`config.mk`:
```
export PLATFORM = sky130hd
export DESIGN_NAME = muldiv_sequencer
export DESIGN_NICKNAME = d
export VERILOG_FILES = /design/src/rtl/muldiv_sequencer.sv
export SDC_FILE = /design/constraint.sdc
export NUM_CORES = 1
export LEC_CHECK = 0
export CAP_MARGIN = 20
export CORE_MARGIN = 10
export CORE_UTILIZATION = 59
export CTS_CLUSTER_DIAMETER = 40
export DETAILED_ROUTE_END_ITERATION = 10
export GPL_ROUTABILITY_DRIVEN = 1
export PLACE_DENSITY_LB_ADDON = 0.2
export SLEW_MARGIN = 10
export SYNTH_ARGS = -nofsm -noshare
export SYNTH_HDL_FRONTEND = slang
export SYNTH_SLANG_ARGS = --single-unit
```
`constraint.sdc`:
```
create_clock -name clk -period 4.9 [get_ports clk]
set_input_delay 0.735 -clock clk [delete_from_list [all_inputs] [get_ports clk]]
set_output_delay 0.735 -clock clk [all_outputs]
set_load 0.02 [all_outputs]
```
`src/rtl/muldiv_sequencer.sv`:
```
// Iterative RV32M multiply/divide unit for the EX stage: shift-add multiply and
// restoring divide, one bit per cycle, with a single-cycle done/result handshake.
module muldiv_sequencer #(
    parameter int XLEN = 32
) (
    input  logic            clk,
    input  logic            reset_n,
    input  logic            start,
    input  logic [2:0]      funct3,
    input  logic [XLEN-1:0] op_a,
    input  logic [XLEN-1:0] op_b,
    input  logic            flush,
    output logic            busy,
    output logic            stall,
    output logic            done,
    output logic [XLEN-1:0] result
);

    localparam int CW = $clog2(XLEN);
    localparam logic [XLEN-1:0] MIN_NEG = {1'b1, {(XLEN-1){1'b0}}};

    typedef enum logic [1:0] {
        S_IDLE,
        S_PREP,
        S_CALC,
        S_FINISH
    } state_t;

    state_t              state_q, state_d;
    logic [2:0]          funct3_q, funct3_d;
    logic [XLEN-1:0]     a_q, a_d;
    logic [XLEN-1:0]     b_q, b_d;
    logic [2*XLEN-1:0]   acc_q, acc_d;
    logic [XLEN:0]       rem_q, rem_d;
    logic [CW-1:0]       cnt_q, cnt_d;
    logic                neg_q, neg_d;
    logic                neg_rem_q, neg_rem_d;
    logic [XLEN-1:0]     result_q, result_d;

    function automatic logic [2*XLEN-1:0] neg_dword(input logic [2*XLEN-1:0] v, input logic en);
        return en ? -v : v;
    endfunction

    function automatic logic [XLEN-1:0] neg_word(input logic [XLEN-1:0] v, input logic en);
        return en ? -v : v;
    endfunction

    logic                is_div, signed_a, signed_b, a_neg, b_neg;
    logic                div_zero, div_ovf, take;
    logic [XLEN-1:0]     mag_a, mag_b;
    logic [XLEN:0]       mul_sum;
    logic [2*XLEN-1:0]   mul_next, prod_fix;
    logic [XLEN+1:0]     rem_sh, rem_diff;
    logic [XLEN-1:0]     quo_fix, rem_fix, finish_val;

    // Operand classification: which operands are signed for this funct3
    always_comb begin
        is_div   = funct3_q[2];
        signed_a = is_div ? ~funct3_q[0] : (funct3_q[1:0] == 2'b01 || funct3_q[1:0] == 2'b10);
        signed_b = is_div ? ~funct3_q[0] : (funct3_q[1:0] == 2'b01);
        a_neg    = signed_a & a_q[XLEN-1];
        b_neg    = signed_b & b_q[XLEN-1];
        mag_a    = neg_word(a_q, a_neg);
        mag_b    = neg_word(b_q, b_neg);
        div_zero = is_div && (b_q == '0);
        div_ovf  = is_div && !funct3_q[0] && (a_q == MIN_NEG) && (b_q == '1);
    end

    // One iteration of each datapath; acc low half doubles as multiplier / quotient
    always_comb begin
        mul_sum  = {1'b0, acc_q[2*XLEN-1:XLEN]} + (acc_q[0] ? {1'b0, b_q} : '0);
        mul_next = {mul_sum, acc_q[XLEN-1:1]};
        rem_sh   = {rem_q, acc_q[XLEN-1]};
        rem_diff = rem_sh - {2'b00, b_q};
        take     = ~rem_diff[XLEN+1];
    end

    always_comb begin
        prod_fix = neg_dword(acc_q, neg_q);
        quo_fix  = neg_word(acc_q[XLEN-1:0], neg_q);
        rem_fix  = neg_word(rem_q[XLEN-1:0], neg_rem_q);
        case (funct3_q)
            3'b000:                 finish_val = prod_fix[XLEN-1:0];
            3'b001, 3'b010, 3'b011: finish_val = prod_fix[2*XLEN-1:XLEN];
            3'b100, 3'b101:         finish_val = quo_fix;
            default:                finish_val = rem_fix;
        endcase
    end

    always_comb begin
        state_d   = state_q;
        funct3_d  = funct3_q;
        a_d       = a_q;
        b_d       = b_q;
        acc_d     = acc_q;
        rem_d     = rem_q;
        cnt_d     = cnt_q;
        neg_d     = neg_q;
        neg_rem_d = neg_rem_q;
        result_d  = result_q;
        case (state_q)
            S_IDLE: begin
                if (start && !flush) begin
                    state_d  = S_PREP;
                    funct3_d = funct3;
                    a_d      = op_a;
                    b_d      = op_b;
                end
            end
            S_PREP: begin
                acc_d     = {{XLEN{1'b0}}, mag_a};
                b_d       = mag_b;
                rem_d     = '0;
                neg_d     = a_neg ^ b_neg;
                neg_rem_d = a_neg;
                cnt_d     = CW'(XLEN - 1);
                state_d   = S_CALC;
                // Special cases preload the final quotient/remainder and skip CALC
                if (div_zero) begin
                    acc_d     = {{XLEN{1'b0}}, {XLEN{1'b1}}};
                    rem_d     = {1'b0, a_q};
                    neg_d     = 1'b0;
                    neg_rem_d = 1'b0;
                    state_d   = S_FINISH;
                end else if (div_ovf) begin
                    acc_d     = {{XLEN{1'b0}}, MIN_NEG};
                    neg_d     = 1'b0;
                    neg_rem_d = 1'b0;
                    state_d   = S_FINISH;
                end
            end
            S_CALC: begin
                if (is_div) begin
                    acc_d = {acc_q[2*XLEN-1:XLEN], acc_q[XLEN-2:0], take};
                    rem_d = take ? rem_diff[XLEN:0] : rem_sh[XLEN:0];
                end else begin
                    acc_d = mul_next;
                end
                if (cnt_q == '0) begin
                    state_d = S_FINISH;
                end else begin
                    cnt_d = cnt_q - 1'b1;
                end
            end
            default: begin
                result_d = finish_val;
                state_d  = S_IDLE;
            end
        endcase
        if (flush && state_q != S_IDLE) begin
            state_d = S_IDLE;
        end
    end

    always_ff @(posedge clk) begin
        if (!reset_n) begin
            state_q   <= S_IDLE;
            funct3_q  <= '0;
            a_q       <= '0;
            b_q       <= '0;
            acc_q     <= '0;
            rem_q     <= '0;
            cnt_q     <= '0;
            neg_q     <= 1'b0;
            neg_rem_q <= 1'b0;
            result_q  <= '0;
        end else begin
            state_q   <= state_d;
            funct3_q  <= funct3_d;
            a_q       <= a_d;
            b_q       <= b_d;
            acc_q     <= acc_d;
            rem_q     <= rem_d;
            cnt_q     <= cnt_d;
            neg_q     <= neg_d;
            neg_rem_q <= neg_rem_d;
            result_q  <= result_d;
        end
    end

    assign busy   = (state_q != S_IDLE);
    assign done   = (state_q == S_FINISH);
    assign stall  = ((state_q == S_IDLE) && start) || (busy && !done);
    assign result = done ? finish_val : result_q;

endmodule

```
# Word level (Yosys, flattened, before mapping)
# Cells that the tools add are included.
[totals]
reg_bits = 205
inputBits = 71
out_inout_bits = 35
word_cells = 104
[classes]
n_addsub = 8
n_eq_ne = 18
muxes = 31
n_bitwise = 6
reduce_logical = 30
[ops]
columns = ["op", "n"]
rows = [
  ["32-bit 2-to-1 mux", 10],
  ["64-bit 2-to-1 mux", 2],
  ["32-bit negation", 4],
  ["64-bit one-hot mux with 2 select lines", 1],
  ["32-bit one-hot mux with 3 select lines", 1],
  ["33-bit 2-to-1 mux", 2],
  ["33-bit one-hot mux with 2 select lines", 1],
  ["32-bit equality test (second input constant)", 2],
  ["64-bit negation", 1],
  ["32-bit one-hot mux with 2 select lines", 1],
  ["34-bit by 32-bit subtractor with 34-bit output", 1],
  ["32-bit by 32-bit adder with 33-bit output", 1],
  ["32-bit zero test", 1],
  ["2-bit inequality test (second input constant)", 6],
  ["5-bit one-hot mux with 2 select lines", 1],
  ["2-bit AND reduction", 5],
  ["1-bit logical AND", 8],
  ["1-bit 2-to-1 mux", 8],
  ["2-bit equality test (second input constant)", 3],
  ["3-bit by 2-bit equality test with 1-bit output (second input constant)", 2],
  ["3-bit equality test (second input constant)", 2],
  ["2-bit one-hot mux with 3 select lines", 1],
  ["2-bit nonzero test", 3],
  ["3-bit OR reduction", 2],
  ["other kinds (15)", 24],
]

# Depth between registers and ports, before layout
[logic_depth]
depth_word = 8
mapped_depth = 14
mapped_depth_nobuf = 14

# Worst setup path before layout
# No wires, ideal clock.
[synth_path]
path_type = "reg-to-output"
startpoint = "reg acc_q[13]"
endpoint = "out result[30]"
arrival_time_ns = 3.198
required_ns = 4.165
setup_slack_ns = 0.967
stages_incl_launch_ff = 11
path_buffers = 2
cell_sequence = "dfxtp_1 buf_6 or4_4 or3_1 buf_6 nor4_4 nand3_2 or4_1 a211oi_2 nor2_1 a21oi_1"
[synth_between]
elab_chain_cells = 4
word_cells_on_any_way = 6
cone_classes = "add/sub: 2; mux: 4"
[synth_rtl]
columns = ["element", "line_no", "text"]
rows = [
  ["start, declared", "33", "logic [2*XLEN-1:0] acc_q, acc_d;"],
  ["start signal, assigned", "161", "acc_q <= '0;"],
  ["start signal, assigned", "172", "acc_q <= acc_d;"],
  ["64-bit negation or 32-bit negation (tied branches)", "41, 45", ""],
  ["64-bit 2-to-1 mux or 32-bit 2-to-1 mux (tied branches)", "41, 45", ""],
  ["32-bit one-hot mux with 3 select lines *", "82", "case (funct3_q)"],
  ["32-bit 2-to-1 mux *", "184", "assign result = done ? finish_val : result_q;"],
  ["end, declared", "16", "output logic [XLEN-1:0] result"],
]
# Every way passes the cells marked *; elsewhere a longest branch is shown, timed or not.

# Final worst setup path
[layout_path]
startpoint = "reg acc_q[37]"
endpoint = "out result[26]"
[layout_between]
elab_chain_cells = 4
[layout_rtl]
columns = ["element", "line_no", "text"]
rows = [
  ["64-bit negation", "41", "return en ? -v : v;"],
  ["64-bit 2-to-1 mux", "41", ""],
  ["32-bit one-hot mux with 3 select lines", "82", ""],
  ["32-bit 2-to-1 mux", "184", ""],
]
# No other way between the ends.

==> results.yml <==
clock_network:
  postCtsHoldBufs: 0
  ctsLongestPathBuffers: 3
  clk_latency_ps: 530
  cts_inserted_buffers: 39
  cts_tree: "yes"
  root_buffer: "clkbuf_16"
  clk_pin_slew_ps: 60
  cts_sinks: 205
  h-tree-depth: 2
status:
  status: "complete, no violations"
global_route:
  grt_start_max_net_pins: 88
  grt_pass1_vias: 16900
  grt_remaining_overflow: 0
  antenna_found_initial: 0
  grtUsageTotal_pct: 33.6
  grt_pass1_wl_mm: 95.7
worst_setup_path:
  worst_path_largest_cell_delay_ps: 590
  regToRegStartpoint: "b_q[4]$_SDFFE_PN0P_"
  cpMaxStageDelayCell: "or4_1"
  start_kind: "register"
  crit_buf_inv: 1
  rr_endpoint: "rem_q[23]$_SDFFE_PN0P_"
  critPathKind: "register to output pin"
  critPathMaxFanout: 7
  r2r_slack_ps: 920
  crit_family: "simple AND/OR/NAND/NOR gates"
  cp.arrival_ps: 4100
  cp_data_required_time_ps: 4160
  cp-end-kind: "output pin"
  reg2reg_depth: 12
  crit_chain: "or4_1, or4_1, nor4_4, nand3_1, o31ai_1, xor2_1, o22ai_1, a21oi_1, a21oi_1, clkdlybuf4s50_1"
synthesis:
  synth_area_leaders: "dfxtp_1, a21oi_1, o21ai_0"
  async_flop_share_pct: 0
  syn_area_mm2: 0.0165
  synthAdderAreaFrac_pct: 6.30
  ys_ff_latch: 205
  synth_cell_type_count: 85
  syn_avg_cell_area_um2: 7.20
  synth_xor_area_share_pct: 8.42
  synth_top_family_by_area: "compound AO/OA/AOI/OAI gates"
  yosysSeqAreaShare_pct: 24.8
  synthesis.nets: 2450
  synth_edf_count: 0
  yosys.area_share.simple_pct: 21.4
  synth_flop_cell: "dfxtp_1"
  synthMuxAreaShare_pct: 3.09
  synth_compound_area_share_pct: 30.4
  synth_largest_area_cell: "dfxtp_1"
  synth_cells: 2297
  yosys.area.top_type_share_pct: 24.8
  synth_warnings: 0
cells_and_area:
  fin_cells: 2752
  seq_area_mm2: 0.00411
  multi_input_area_mm2: 0.0116
  n_fill_cell: 2375
  antenna_cells: 0
  syn2layout_area_growth_pct: 17.5
  final_nets: 2499
  drive_gt1_share_pct: 8.85
die:
  dieArea_mm2: 0.0351
  start_util_pct: 59.7
  core_mm2: 0.0277
  die_w_um: 187
  die_h_um: 187
  num_rows: 61
  num_io_pins: 106
timing:
  max_slew_margin_pct: 24.5
  fmax_ghz: 0.207
  worst_pin_slew_ps: 1120
  fin_crit_ps: 4830
  finalCritPeriodShare_pct: 98.6
  hold_violations: 0
  drv_slew: 0
  finClkSkew_ps: 24.0
  fin_ws_ps: 69.4
  finalSetupTns_ps: 0
  setup_viol: 0
  rsz0062_at_grt: "yes"
drt:
  drt_iter0_markers: 2199
  drtPass1Iterations: 6
  ant_nets: 0
  vias: 18300
  avgRoutedWirePerCell_um: 22.7
  vias_per_cell: 6.65
  drt-total-wl_mm: 62.4
  drcViolationCount: 0
pwr:
  peakVddDrop_mv: 0.782
  p_leak_nw: 7.58
  power_density_mw_per_mm2: 732
hold_path:
  hp-class: "register to register"
  min_path_cells: 2
  worstHoldStart: "a_q[26]$_SDFFE_PN0P_"
  hold-path-endpoint: "a_q[26]$_SDFFE_PN0P_"
place:
  pre_cts_ws_ps: 322
  dp_hpwl_mm: 46.3
  numPlacedInstances: 2677
  io_buffers: 105
  gp_congestion: 1.01
job:
  drv_cap: 0
## logic make-up after synthesis
| family | after synthesis |
|---|---|
| muxes | 49 |
| and+or+nand+nor | 741 |
| adders and majority gates | 82 |
| DFF | 205 |
| buffers and inverters | 235 |
| xor gates and xnor gates | 159 |
| AOI/OAI and AO/OA | 826 |
## cell usage in the layout (no fill, tap or decap), types with 7 or more instances in the layout
cell type and count:
nand3_1 44, o221a_2 10, a221oi_1 23, a31oi_1 29, nor2b_1 8, clkdlybuf4s50_1 92
o221ai_1 12, mux2_2 16, or4_1 21, a22oi_1 31, o41ai_1 12, nor2_1 199
nor4_1 17, o31ai_1 34, dlymetal6s2s_1 7, a211oi_1 20, clkbuf_16 39, nand2_1 251
inv_1 79, o211ai_1 10, xor2_1 78, clkbuf_8 9, a21oi_1 317, xnor2_1 80
or3_1 20, nand2b_1 25, ha_1 77, nor3_1 58, and2_1 15, o21ai_0 200
dfxtp_1 202, and3_1 11, buf_4 54, nand4_1 23, a21o_1 32, o22ai_1 24
mux2i_1 32
## synth_stat cells, types with 29 or more instances
master / instances
a21o_1: 32
a21oi_1: 320
a22oi_1: 31
a31oi_1: 29
clkbuf_1: 129
dfxtp_1: 205
ha_1: 80
inv_1: 80
mux2i_1: 32
nand2_1: 251
nand3_1: 45
nor2_1: 201
nor3_1: 60
o21ai_0: 203
o31ai_1: 34
xnor2_1: 81
xor2_1: 78
## where the power goes
group	switching, mW	leakage [nW]	internal, mW	total [mW]
Sequential	0.812	1.67	2.10	2.91
Clock	0.960	0.669	1.86	2.82
Combinational	5.40	5.24	3.09	8.49
Total	7.18	7.58	7.05	14.2
## registers in the layout (all words and copies together), names as in the netlist
| register | count |
|---|---|
| a_q | 32 |
| acc_q | 64 |
| b_q | 32 |
| cnt_q | 5 |
| funct3_q | 3 |
| neg_q | 1 |
| neg_rem_q | 1 |
| rem_q | 33 |
| result_q | 32 |
| state_q | 2 |
## stage by stage
stage / area, um^2 / power, mW / hold WS (ps) / util (%)
2_1_floorplan: 16500 / 8.52 / 450 / -
3_3_place_gp: 17900 / 10.8 / 462 / 64.5
3_5_place_dp: 17900 / 11.0 / 466 / 64.5
4_1_cts: 19300 / 13.9 / 474 / 69.6
5_1_grt: 19400 / 15.0 / 518 / 70.1
6_report: 19400 / 14.2 / 478 / 70.1
## layout make-up
type / instances / share of cell area [%]
timing repair buffer: 162 / 7.84
sequential: 205 / 21.1
clock buffer: 49 / 5.68
multi-input combinational: 1857 / 60.0
inverter: 81 / 1.56
clock inverter: 20 / 1.37
tap: 378 / 2.43
## how the worst max path moves through the flow
stage	cells past startpoint	to	slack, ps	start
2_1_floorplan	10	result[30]	970	acc_q[13]$_SDFFE_PN0P_
3_3_place_gp	10	result[29]	340	acc_q[13]$_SDFFE_PN0P_
3_5_place_dp	10	result[29]	320	acc_q[13]$_SDFFE_PN0P_
4_1_cts	11	result[24]	-5	acc_q[26]$_SDFFE_PN0P_
5_1_grt	10	result[26]	-100	acc_q[37]$_SDFFE_PN0P_
6_report	10	result[26]	70	acc_q[37]$_SDFFE_PN0P_
## worst register-to-register path: stages (launching register included)
cell      delay (ps)
dfxtp_1          420
inv_1            160
ha_1             390
a21o_1           220
a211o_1          280
o211ai_1         300
nand4_1          260
a21o_1           250
o311ai_2         300
and2_1           590
buf_12           270
mux2i_1          320
a211oi_1         120
## repair_timing
item,CTS,global route
pin swaps,2,1
resized for setup,11,23
endpoints found under the setup margin,12,20
buffers inserted,2,2
## metal layers
layer  vias up  GRT usage [%]  wire (um)
met5         -              0          0
met4         0           17.6       3380
met3       206           6.79       6430
met2      1080           53.2      28000
met1      8537           42.4      24600
li1       8488              -          -
Note: power is estimated with default switching activity, not from simulation.
